==> config.mk <==
export PLATFORM = sky130hd
export DESIGN_NAME = parity_bit
export DESIGN_NICKNAME = d
export VERILOG_FILES = /design/src/rtl/parity_bit.sv
export SDC_FILE = /design/constraint.sdc
export NUM_CORES = 1
export LEC_CHECK = 0
export BUFFER_PORTS_ARGS = -buffer_cell sky130_fd_sc_hd__clkbuf_2
export CAP_MARGIN = 25
export CORE_AREA = 2 2 39 41
export CTS_CLUSTER_DIAMETER = 120
export DETAILED_ROUTE_END_ITERATION = 7
export DIE_AREA = 0 0 41 43
export PLACE_DENSITY = 0.3
export SLEW_MARGIN = 20
export SYNTH_ARGS = -nofsm -noshare
export SYNTH_HDL_FRONTEND = slang
export SYNTH_SLANG_ARGS = --single-unit
==> constraint.sdc <==
create_clock -name clk -period 1 [get_ports clk]
set_clock_uncertainty 0.15 [all_clocks]
set_input_delay 0.05 -clock clk [delete_from_list [all_inputs] [get_ports clk]]
set_output_delay 0.05 -clock clk [all_outputs]
set_load 0.01 [all_outputs]
==> src/rtl/parity_bit.sv <==
// rtl/parity_bit.sv - 3-input parity generator with registered copy; PARITY_CHECK_EN adds a received-parity checker
// Optional macro: PARITY_CHECK_EN (adds p_in, err, err_cnt).
module parity_bit #(
  parameter int ODD_PARITY = 0,
  parameter int ERR_CNT_W  = 8
) (
  input  logic                 clk,
  input  logic                 rst,
  input  logic                 a,
  input  logic                 b,
  input  logic                 c,
`ifdef PARITY_CHECK_EN
  input  logic                 p_in,
  output logic                 err,
  output logic [ERR_CNT_W-1:0] err_cnt,
`endif
  output logic                 y,
  output logic                 y_q,
  output logic [2:0]           data_q,
  output logic [1:0]           ones_cnt
);

  localparam logic W_ODD = (ODD_PARITY != 0);

  logic       w_y;
  logic       r_y_q;
  logic [2:0] r_data_q;

  assign w_y      = a ^ b ^ c ^ W_ODD;
  assign y        = w_y;
  assign ones_cnt = {1'b0, a} + {1'b0, b} + {1'b0, c};
  assign y_q      = r_y_q;
  assign data_q   = r_data_q;

  // Reset value is 0 regardless of ODD_PARITY so downstream sees a quiet bus.
  always_ff @(posedge clk or posedge rst) begin
    if (rst) begin
      r_y_q    <= 1'b0;
      r_data_q <= 3'b000;
    end else begin
      r_y_q    <= w_y;
      r_data_q <= {a, b, c};
    end
  end

`ifdef PARITY_CHECK_EN
  logic                 w_mismatch;
  logic                 r_err;
  logic [ERR_CNT_W-1:0] r_err_cnt;

  assign w_mismatch = (a ^ b ^ c ^ p_in) != W_ODD;
  assign err        = r_err;
  assign err_cnt    = r_err_cnt;

  // Counter sticks at all-ones rather than wrapping back to a small value.
  always_ff @(posedge clk or posedge rst) begin
    if (rst) begin
      r_err     <= 1'b0;
      r_err_cnt <= '0;
    end else begin
      r_err <= w_mismatch;
      if (w_mismatch && (r_err_cnt != {ERR_CNT_W{1'b1}}))
        r_err_cnt <= r_err_cnt + 1'b1;
    end
  end
`endif

endmodule

Yosys cells after proc, flatten, opt, wreduce, memory -nomap -nowiden --
Index checks and enable logic that the tools add are counted.
Word-level totals: input bits 5, register bits 4
Cells by class: bitwise gates (word level) 2, add/sub/neg operators 2
Operator list (count):
- adder 1 x 1 -> 2 bit | 1
- adder 2 x 1 -> 2 bit | 1
- bitwise XOR 1 bit | 2

Logic depth before layout (Yosys ltp) --
Gate-level depths: netlist of run 1.
depth after elaboration 2, gate-level depth with buffers 2, mapped depth without buffers 1

Worst setup path before layout of run 1 --
No wires, ideal clock.
kind input to output, start in a, end out ones_cnt[0], arrival 800 ps, cell stages on the path 2, slack 0 ps, required time 800 ps, cell sequence fa_1 > buf_4
Between the ends: word-level cells in the longest chain between the ends 2
RTL lines:
- start, declared | RTL line 9 | input logic a,
- adder 1 x 1 -> 2 bit | RTL line 31 | assign ones_cnt = {1'b0, a} + {1'b0, b} + {1'b0, c};
- adder 2 x 1 -> 2 bit | RTL line 31
- end, declared | RTL line 20 | output logic [1:0] ones_cnt
No other way between the ends.

Final worst setup path of run 1 --
start in a, end out y
Between the ends: word-level cells in the longest chain between the ends 2
RTL lines:
- bitwise XOR 1 bit (2 in a row) | RTL line 29 | assign w_y = a ^ b ^ c ^ W_ODD;
- end, declared | RTL line 17 | output logic y,
No other way between the ends.

==> results of run 1 <==
## per-layer routing
layer	share of wire, %	vias to the layer above	routed length, um
met4	7.9	0	23
met3	25	4	74
met2	26	14	77
met5	0	-	0
met1	40	40	116
li1	-	53	-
## cells by family (layout without fill, tap and decap cells)
kind of cell | Yosys count | in the layout | share of synthesized area, %
DFF | 4 | 4 | 76.2
adders and majority gates | 1 | 1 | 15.2
buffers and inverters | 2 | 19 | 8.57
## synth_stat cells
cell type and instances:
fa_1 1, inv_1 1, dfrtp_1 4, buf_4 1
## registers in the layout, indices dropped and copies added, names as in the netlist
name / flops
data_q: 3
y_q: 1
## what timing repair did
item                                   CTS  global route
setup endpoints to repair                2             2
endpoints found under the hold margin    7             0
gates resized for setup                  0             4
gates cloned                             0             0
hold buffers                             4             0
pin swaps                                1             1
## worst max path at each step
stage | end | slack [ps]
2_1_floorplan | ones_cnt[0] | 0.4
3_3_place_gp | ones_cnt[0] | -80
3_5_place_dp | ones_cnt[0] | -100
4_1_cts | ones_cnt[0] | -90
5_1_grt | ones_cnt[0] | -110
6_report | y | -60
## power by group through the flow
| stage | Sequential, mW | Clock (mW) | Combinational [mW] |
|---|---|---|---|
| final | 0.179 | 0.196 | 0.0801 |
| after global routing | 0.180 | 0.204 | 0.0907 |
| after CTS | 0.179 | 0.207 | 0.0800 |
| after detailed placement | 0.181 | 0 | 0.0685 |
| after global placement | 0.180 | 0 | 0.0678 |
| after floorplan | 0.187 | 0 | 0.0310 |
## cell type report
type	instances	area (um2)
fillers	155	1120
repair buffers	15	101
flip-flops and latches	4	100
clock buffers	3	22.5
multi-input cells	1	20.0
well taps	16	20.0
inverters	1	3.75
==> results_dict.tcl, run 1 <==
set metrics [dict create \
    outcome "finished, violations left" \
    violations "hold timing, setup timing" \
    syn_area_um2 131 \
    grt_setup_unrepaired "true" \
    p_sw_mw 0.104 \
    crit_chain "buf_6 > fa_1 > buf_2" \
    ys_warn_count 0 \
    yosysSeqAreaShare_pct 76.2 \
    h-tree-depth 1 \
    fin_setup_tns_ps -113 \
    hold_depth 2 \
    irDropWorstVdd_mv 0.426 \
    slew_headroom_pct 90.7 \
    numCtsBuffers 3 \
    p_int_mw 0.350 \
    p_sw_share_pct 22.9 \
    fp.dieH_um 43 \
    setup-violations-final 2 \
    finalCritPeriodShare_pct 106 \
    grt_usage_pct 4.36 \
    path_class "primary input to output pin" \
    cts_tree "done" \
    detail-route-antenna-nets 0 \
    routedWlPerCell_um 7.28 \
    root_buffer "clkbuf_4" \
    fin_area_um2 268 \
    grt_pass1_vias 115 \
    whs_ps -16.0 \
    placementRows 14 \
    hold_viol 1 \
    grt_pass1_wl_um 414 \
    netlist_top_cells_area "dfrtp_1, fa_1, buf_4, inv_1" \
    drtPass1Iterations 1 \
    worstPathArrival_ps 860 \
    die_width_um 41 \
    synthToLayoutAreaGrowth_pct 104 \
    fin_crit_ps 1060 \
    power_frac_seq_pct 39.3 \
    drive_gt1_share_pct 58.3 \
    antenna_cells 0 \
    initial_utilization_pct 9.49 \
    fin_nets 32 \
    yosysTopAreaCell "dfrtp_1" \
    yosys_register_bits 4 \
    syn_inst 7 \
    slowest_stage "fa_1" \
    worst_pin_slew_ps 139 \
    worstHoldEndpoint "y_q" \
    drt-vias-per-instance 2.78 \
    place_ws_ps -102 \
    fp.dieArea_mm2 0.00176 \
    use_met3_pct 4.19 \
    path_depth 3 \
    grt_overflow 0 \
    crit_path_start_kind "primary input" \
    power_frac_comb_pct 17.6 \
    final_util_pct 19.3 \
    dpl-instance-area_um2 199 \
    crit_buf_inv 2 \
    dp_cells 33 \
    cts.reportedPaths.clkPinSlew_ps 40 \
    synth.distinct_cells 4 \
    wl_um 291 \
    cp_top_family "adder cells" \
    cts_max_path_buffers 2 \
    hold_class "primary input to register" \
    worstPathMaxFanout 3 \
    fmax_mhz 947 \
    first_iter_violations 0 \
    vias 111 \
    core_area_mm2 0.00138 \
    drc 0 \
    clockPowerShare_pct 43.1 \
    final_common_cell "clkbuf_2" \
    endpoint_kind "output pin" \
    required_ps 800 \
    ioPinCount 12 \
    final_cell_mix "clkbuf_2, dfrtp_1, dlygate4sd3_1" \
    clock_sinks 4 \
    p_per_area_mw_per_mm2 1700 \
    layoutNonFillerInstCount 40 \
    p_leak_nw 0.137 \
    grt_max_degree 5 \
    place_congestion 0.543 \
    post_cts_buffers 0 \
    min_from "a" \
    portBuffers 11 \
    grt_antenna_before_repair 0 \
    use_met1_pct 3.97 \
    layout_setup_ws_ps -56.3 \
    avgSynthCellArea_um2 18.8 \
    slew_viol_final 0 \
    gr-max-usage-layer "met4" \
    yosysTopAreaCellShare_pct 76.2 \
    met2_usage_pct 3.44 \
    cap_violations 0 \
    synth_nets 13 \
    cpPeakStageDelay_ps 570 \
    finalPower_mw 0.454 \
    cp-startpoint "a" \
]
Note: power is estimated with default switching activity, not from simulation.
==> run 2: changes to the inputs <==
Settings changed: ABC_AREA set to 1, SLEW_MARGIN 20 to not set.
Clock period 1 ns to 1.16 ns, I/O delays scaled along.
==> run 2 against run 1 <==
Net effect: design area decreased by 2.3%; critical endpoint unchanged; via count increased by 3.6%; first-iteration DRC count unchanged; count of clock-buffer cells in the layout unchanged; global-route usage decreased by 0.20 points; total power decreased by 15%; largest power group unchanged; core utilization decreased by 0.45 points; the flow now finishes without violations; critical path depth unchanged; sequential power decreased by 14%; die area unchanged; wire length decreased by 3.1%; cell count unchanged.
==> results_dict.tcl, run 2 (synthesized netlist as in run 1, its figures left out) <==
set metrics [dict create \
    outcome "complete, no violations" \
    first_iter_violations 0 \
    worst_pin_slew_ps 144 \
    power_frac_comb_pct 17.4 \
    crit_chain "clkbuf_2 > fa_1 > clkbuf_2" \
    path_class "primary input to output pin" \
    numCtsBuffers 3 \
    p_sw_mw 0.0875 \
    grt_pass1_vias 113 \
    die_width_um 41 \
    grt_pass1_wl_um 407 \
    h-tree-depth 1 \
    crit_top_cell "clkbuf_2" \
    endpoint_kind "output pin" \
    drive_gt1_share_pct 58.3 \
    fp.dieArea_mm2 0.00176 \
    largest_register_ffs 3 \
    slowest_stage "fa_1" \
    hold_viol 0 \
    p_per_area_mw_per_mm2 1480 \
    p_sw_share_pct 22.6 \
    post_cts_buffers 0 \
    synthToLayoutAreaGrowth_pct 99.0 \
    drt-vias-per-instance 2.88 \
    crit_path_start_kind "primary input" \
    fp.dieH_um 43 \
    irDropWorstVdd_mv 0.319 \
    final_util_pct 18.9 \
    cpPeakStageDelay_ps 580 \
    required_ps 950 \
    p_int_mw 0.300 \
    drtPass1Iterations 1 \
    placementRows 14 \
    regArea_um2 100 \
    worstPathArrival_ps 900 \
    portBuffers 11 \
    cts_max_path_buffers 2 \
    grt_overflow 0 \
    hold_class "primary input to register" \
    slew_viol_final 0 \
    finalPower_mw 0.387 \
    ioPinCount 12 \
    fin_setup_tns_ps 0 \
    setup-violations-final 0 \
    place_ws_ps 41.3 \
    clockPowerShare_pct 42.9 \
    root_buffer "clkbuf_4" \
    initial_utilization_pct 9.49 \
    grt_setup_unrepaired "false" \
    grt_usage_pct 4.15 \
    drc 0 \
    routedWlPerCell_um 7.05 \
    wl_um 282 \
    final_cell_mix "clkbuf_2, dfrtp_1, dlygate4sd3_1" \
    min_from "c" \
    fill_cells 148 \
    worstPathMaxFanout 3 \
    cap_violations 0 \
    grt_max_degree 5 \
    cts.reportedPaths.clkPinSlew_ps 40 \
    layout_setup_ws_ps 56.3 \
    finalCritPeriodShare_pct 95.2 \
    hold_depth 2 \
    slew_headroom_pct 90.4 \
    place_congestion 0.545 \
    worstHoldEndpoint "y_q" \
    detail-route-antenna-nets 0 \
    fin_nets 32 \
    post_cts_resized 0 \
    power_frac_seq_pct 39.7 \
    fin_crit_ps 1100 \
    core_area_mm2 0.00138 \
    whs_ps 27.0 \
    antenna_cells 0 \
    p_leak_nw 0.135 \
    fmax_mhz 906 \
    vias 115 \
    grt_antenna_before_repair 0 \
    ctsHoldBuffers 4 \
    cts_tree "done" \
    final_common_cell "clkbuf_2" \
    multi_input_area_um2 20.0 \
    clock_sinks 4 \
]
==> run 2: layout make-up <==
class                   instances  area share [%]
flip-flops and latches          4            38.3
repair buffers                 15            36.4
clock buffers                   3            8.61
multi-input cells               1            7.66
well taps                      16            7.66
inverters                       1            1.44
==> run 2: worst max-delay path by stage <==
| stage | startpoint | end | cells past startpoint |
|---|---|---|---|
| after global placement | a | ones_cnt[0] | 3 |
| after global routing | a | y | 3 |
| after floorplan | a | ones_cnt[0] | 2 |
| after detailed placement | a | y | 3 |
| after CTS | a | y | 3 |
| final | a | y | 3 |
==> run 2: worst max-delay path: cells and delay by family <==
family	cells	cell delay [ps]
fa+ha+maj	1	580
buf+inv	2	250
==> run 2: per-stage QoR <==
| stage | cells | instance area (um2) |
|---|---|---|
| after floorplan | 7 | 131 |
| final | 40 | 262 |
| after global placement | 33 | 199 |
| after CTS | 40 | 262 |
| after detailed placement | 33 | 199 |
| after global routing | 40 | 262 |
==> run 2: per-layer routing <==
layer / wire length (um) / global-route usage (%)
met5: 0 / 0
met3: 76 / 4.71
met2: 86 / 3.75
met4: 0 / 4.00
met1: 119 / 4.64
==> run 2: power groups by stage <==
stage	combinational, mW	sequential [mW]	clock (mW)
6_report	0.0675	0.154	0.166
3_3_place_gp	0.0584	0.156	0
3_5_place_dp	0.0592	0.156	0
2_1_floorplan	0.0267	0.161	0
4_1_cts	0.0692	0.154	0.177
5_1_grt	0.0742	0.154	0.185
